`src/rtl/mseq_qpsk_gen.sv`:
```
// Maximal-length sequence generator with serial-bit or QPSK-dibit output.
// Optional macro MSEQ_LOCKUP_RECOVER_EN: reseed automatically from an all-zero state.
module mseq_qpsk_gen #(
  parameter int unsigned           WIDTH    = 5,
  parameter logic [WIDTH-1:0]      TAPS_DEF = WIDTH'(5'b10010),
  parameter logic [WIDTH-1:0]      SEED_DEF = WIDTH'(5'b10101),
  parameter logic [7:0]            AMP      = 8'd100
) (
  input  logic             CLK_50MHZ,
  input  logic             RST_N,
  input  logic             en,
  input  logic             load,
  input  logic [WIDTH-1:0] load_taps,
  input  logic [WIDTH-1:0] load_seed,
  input  logic             mode,
  output logic             out_bit,
  output logic             out_valid,
  output logic [7:0]       sym_i,
  output logic [7:0]       sym_q,
  output logic             sym_valid,
  output logic             period_pulse,
  output logic             lockup
);

  localparam logic [WIDTH-1:0] CntMax = {{(WIDTH-1){1'b1}}, 1'b0};
  localparam logic [7:0]       PosAmp = AMP;
  localparam logic [7:0]       NegAmp = ~AMP + 8'd1;

  logic [WIDTH-1:0] state_q, state_d;
  logic [WIDTH-1:0] taps_q, taps_d;
  logic [WIDTH-1:0] cnt_q, cnt_d;
  logic             phase_q, phase_d;
  logic             ibit_q, ibit_d;
  logic             mode_q;
  logic             out_bit_q, out_bit_d;
  logic             out_valid_q, out_valid_d;
  logic [7:0]       sym_i_q, sym_i_d;
  logic [7:0]       sym_q_q, sym_q_d;
  logic             sym_valid_q, sym_valid_d;
  logic             period_q, period_d;
  logic             lockup_q, lockup_d;
  logic             fb;
  logic             phase_eff;

  always_comb begin
    fb          = ^(state_q & taps_q);
    // A mode change since last cycle discards any half-built symbol.
    phase_eff   = (mode == mode_q) ? phase_q : 1'b0;
    state_d     = state_q;
    taps_d      = taps_q;
    cnt_d       = cnt_q;
    phase_d     = mode ? phase_eff : 1'b0;
    ibit_d      = ibit_q;
    out_bit_d   = out_bit_q;
    out_valid_d = 1'b0;
    sym_i_d     = sym_i_q;
    sym_q_d     = sym_q_q;
    sym_valid_d = 1'b0;
    period_d    = 1'b0;

    if (load) begin
      taps_d  = load_taps;
      state_d = load_seed;
      cnt_d   = '0;
      phase_d = 1'b0;
    end
`ifdef MSEQ_LOCKUP_RECOVER_EN
    else if (state_q == '0) begin
      state_d = SEED_DEF;
      cnt_d   = '0;
      phase_d = 1'b0;
    end
`endif
    else if (en) begin
      state_d     = {state_q[WIDTH-2:0], fb};
      out_bit_d   = state_q[WIDTH-1];
      out_valid_d = 1'b1;
      if (cnt_q == CntMax) begin
        cnt_d    = '0;
        period_d = 1'b1;
      end else begin
        cnt_d = cnt_q + 1'b1;
      end
      if (mode) begin
        if (!phase_eff) begin
          ibit_d  = state_q[WIDTH-1];
          phase_d = 1'b1;
        end else begin
          sym_i_d     = ibit_q ? NegAmp : PosAmp;
          sym_q_d     = state_q[WIDTH-1] ? NegAmp : PosAmp;
          sym_valid_d = 1'b1;
          phase_d     = 1'b0;
        end
      end
    end

    lockup_d = (state_d == '0);
  end

  always_ff @(posedge CLK_50MHZ) begin
    if (!RST_N) begin
      state_q     <= SEED_DEF;
      taps_q      <= TAPS_DEF;
      cnt_q       <= '0;
      phase_q     <= 1'b0;
      ibit_q      <= 1'b0;
      mode_q      <= 1'b0;
      out_bit_q   <= 1'b0;
      out_valid_q <= 1'b0;
      sym_i_q     <= '0;
      sym_q_q     <= '0;
      sym_valid_q <= 1'b0;
      period_q    <= 1'b0;
      lockup_q    <= 1'b0;
    end else begin
      state_q     <= state_d;
      taps_q      <= taps_d;
      cnt_q       <= cnt_d;
      phase_q     <= phase_d;
      ibit_q      <= ibit_d;
      mode_q      <= mode;
      out_bit_q   <= out_bit_d;
      out_valid_q <= out_valid_d;
      sym_i_q     <= sym_i_d;
      sym_q_q     <= sym_q_d;
      sym_valid_q <= sym_valid_d;
      period_q    <= period_d;
      lockup_q    <= lockup_d;
    end
  end

  assign out_bit      = out_bit_q;
  assign out_valid    = out_valid_q;
  assign sym_i        = sym_i_q;
  assign sym_q        = sym_q_q;
  assign sym_valid    = sym_valid_q;
  assign period_pulse = period_q;
  assign lockup       = lockup_q;

endmodule

```
`config.mk`:
```
export PLATFORM = sky130hd
export DESIGN_NAME = mseq_qpsk_gen
export DESIGN_NICKNAME = d
export VERILOG_FILES = /design/src/rtl/mseq_qpsk_gen.sv
export SDC_FILE = /design/constraint.sdc
export NUM_CORES = 1
export LEC_CHECK = 0
export BUFFER_PORTS_ARGS = -buffer_cell sky130_fd_sc_hd__buf_4
export CELL_PAD_IN_SITES_DETAIL_PLACEMENT = 2
export CELL_PAD_IN_SITES_GLOBAL_PLACEMENT = 2
export CORE_MARGIN = 5
export CORE_UTILIZATION = 30
export CTS_CLUSTER_DIAMETER = 100
export CTS_CLUSTER_SIZE = 40
export DETAILED_ROUTE_END_ITERATION = 8
export PLACE_DENSITY_LB_ADDON = 0.1
export SLEW_MARGIN = 20
export SYNTH_ARGS = -nofsm -noshare
export SYNTH_HDL_FRONTEND = slang
export SYNTH_SLANG_ARGS = --single-unit
```
`constraint.sdc`:
```
create_clock -name CLK_50MHZ -period 1.9 [get_ports CLK_50MHZ]
set_clock_uncertainty 0.15 [all_clocks]
set_input_delay 0.19 -clock CLK_50MHZ [delete_from_list [all_inputs] [get_ports CLK_50MHZ]]
set_output_delay 0.19 -clock CLK_50MHZ [all_outputs]
set_load 0.05 [all_outputs]
```
==> flow_summary.yaml <==
clock_network:
  post_cts_buffers: 0
  clockBufferDepth: 2
  htreeDepth: 1
  cts_made_buffers: 3
  cts_num_sinks: 28
  clock_latency_ns: 0.27
  clock-root-buffer: "clkbuf_8"
  ctsResizeCount: 0
  hold_buffers: 8
  cts_tree: "built"
  clk_pin_slew_ns: 0.09
pwr:
  netSwitchingPower_w: 0.000295
  p_int_w: 0.000878
  p_total_w: 0.00117
  leakagePower_nw: 0.722
  p_clk_share_pct: 31.1
  p_per_area_mw_per_mm2: 736
  comb_power_share_pct: 15.3
  ir_drop_mv: 0.314
  swShare_pct: 25.1
  seqPwrFrac_pct: 53.5
critical_path:
  arrival_ns: 1.68
  cp_max_fo: 2
  cp_slowest_cell: "dlygate4sd3_1"
  worstPathCellList: "dlygate4sd3_1 -> buf_4 -> a21oi_1 -> nand2_1 -> dlygate4sd3_1"
  slowest_delay_ns: 0.55
  worstSetupStartpointType: "primary input"
  critPathKind: "primary input to flip-flop"
  endpoint_kind: "flip-flop"
  required_ns: 1.92
  path_common_cell: "dlygate4sd3_1"
floorplanning:
  dieHeight_um: 74.6
  die-area_mm2: 0.00557
  initial_core_util_pct: 31.1
  die_w_um: 74.6
  rows: 23
  ios: 36
  core_area_mm2: 0.00403
sta:
  fmax_ghz: 0.603
  rsz0062_at_grt: "false"
  period_share_pct: 87.3
  finalHoldViolCount: 0
  maxSlewViolCount: 0
  setup_viol: 0
  setup_tns_ns: 0
  layout_min_cycle_time_ns: 1.66
drt:
  drt_iter0_drc: 21
  post_drt_wl_per_cell_um: 13.9
  via_count: 966
  dr.pass1.iters: 4
  postRouteAntennaNets: 0
  viasPerCell: 4.56
  drc: 0
  routed_wl_mm: 2.94
yosys:
  synth.cell_area_mm2: 0.00125
  netlist.area_leader.share_pct: 44.8
  ys_seq_area_share_pct: 44.8
  synth_top_cell_by_area: "dfxtp_1"
  synth_cell_types: 33
  yosysWarnings: 0
  synthCells: 130
  syn_area_per_cell_um2: 9.63
  ys_ff_latch: 28
  synthTopCellsByArea: "dfxtp_1 45%, mux2i_1 10%, buf_4 6.6%, nor2_1 5.1%, nand2_1 4.2%"
final_layout:
  syn_to_final_growth_pct: 27.3
  final_cell_area_mm2: 0.00159
  stdcell_count: 212
  num_antenna_cells: 0
  final_util_pct: 39.6
  nNetsFinal: 180
  fillers: 442
  layout-drive-gt1-share_pct: 27.8
grt:
  grt_max_degree: 20
  grtUsageTotal_pct: 11.4
  grt_pass1_vias: 974
  grt_pass1_wl_mm: 4.73
  antenna_found_initial: 0
  gr-total-overflow: 0
run_status:
  status: "complete, no violations"
min_path:
  hold_path_class: "primary input to flip-flop"
place:
  placed_cells: 200
  io_buffers: 31
  post_dp_cell_area_mm2: 0.00146
  place_congestion: 0.698
  place_hpwl_mm: 2.25
flow_run:
  maxCapViolations: 0
placed cells by master (no fill, tap or decap), types with 2 or more instances in the layout:
cell type / n
dfxtp_1: 28
xnor2_1: 3
dlygate4sd3_1: 8
nand2_1: 14
clkbuf_8: 4
xor2_1: 4
a21oi_1: 6
inv_1: 3
nor2_1: 17
nand4_1: 4
ha_1: 2
buf_4: 32
mux2i_1: 13
conb_1: 4
and2_1: 2
or2_2: 2
kinds of logic after synthesis:
logic type               Yosys count  share of synthesized area, %
AO/OA/AOI/OAI                     11                          5.69
multiplexers                      14                          11.6
AND/OR/NAND/NOR                   47                          19.2
XOR/XNOR                           8                          6.69
other                              1                         0.299
adder cells (fa/ha/maj)            2                          2.00
buffers and inverters             19                          9.79
flip-flops                        28                          44.8
synth_stat cells:
library cell	n
a211oi_1	1
nor3_1	1
a211oi_2	1
or3_4	1
nand2_1	14
clkbuf_1	1
nand4_1	4
xor2_1	4
nor2_1	17
xnor2_1	3
inv_1	3
xnor3_1	1
buf_4	11
and2_1	2
conb_1	1
mux2i_1	13
ha_1	2
o21ai_2	1
nand2b_1	1
nor3b_1	1
nand4_4	1
o21ai_0	1
mux2_4	1
inv_2	1
buf_2	2
a21o_1	1
nand3_1	1
a21oi_1	6
or2_2	2
buf_6	1
nor4_1	1
dfxtp_1	28
nor2_4	1
sequential cells by signal, indices dropped and copies added, names as in the netlist:
signal and flops:
cnt_q 5, state_q 5, taps_q 5, sym_i 3, sym_q 2, ibit_q 1, lockup 1, mode_q 1
out_bit 1, out_valid 1, period_pulse 1, phase_q 1, sym_valid 1
worst max-delay path, delay by kind of cell:
kind | cells | cell delay (ns)
buf+inv | 3 | 1.21
compound gates | 1 | 0.21
simple gates | 1 | 0.08
path summary, 6_finish.rpt:
kind              depth (start not counted)                   from  slack [ns]                    end
setup / recovery                          5           load_seed[2]        0.24  state_q[2]$_SDFF_PN1_
setup reg to reg                          6  cnt_q[0]$_SDFFE_PP0P_        0.25  cnt_q[1]$_SDFFE_PP0P_
hold / removal                            3           load_seed[1]        0.02  state_q[1]$_SDFF_PN0_
hold reg to reg                           2  sym_i[2]$_SDFFE_PN0P_        0.32  sym_i[2]$_SDFFE_PN0P_
cell type report:
cell class,count,area [um^2],area share (%)
Multi-Input combinational cell,86,581,36.4
Clock buffer,4,55.1,3.45
Inverter,4,15.0,0.942
Sequential cell,28,561,35.2
Timing Repair Buffer,40,320,20.1
Tap cell,50,62.6,3.92
routing by layer:
| layer | GRT usage, % | vias to the layer above | routed length, um |
|---|---|---|---|
| li1 | - | 481 | - |
| met1 | 14.4 | 455 | 1230 |
| met2 | 19.1 | 26 | 1490 |
| met3 | 2.00 | 4 | 175 |
| met4 | 4.74 | 0 | 45 |
| met5 | 0 | - | 0 |
power groups by stage:
stage,Clock [W],Combinational (W),Sequential [W]
3_3_place_gp,0,0.000165,0.000642
2_1_floorplan,0,0.000118,0.000646
3_5_place_dp,0,0.000168,0.000643
6_report,0.000365,0.000180,0.000628
4_1_cts,0.000392,0.000182,0.000629
5_1_grt,0.000407,0.000197,0.000633
metrics by stage:
step	hold WS (ns)	setup WS, ns
6_report	0.0204	0.241
5_1_grt	0.0243	0.118
4_1_cts	0.0105	0.202
3_5_place_dp	0.265	0.246
3_3_place_gp	0.254	0.221
2_1_floorplan	0.102	0.410
No activity file was read; power rests on OpenSTA's default activity.
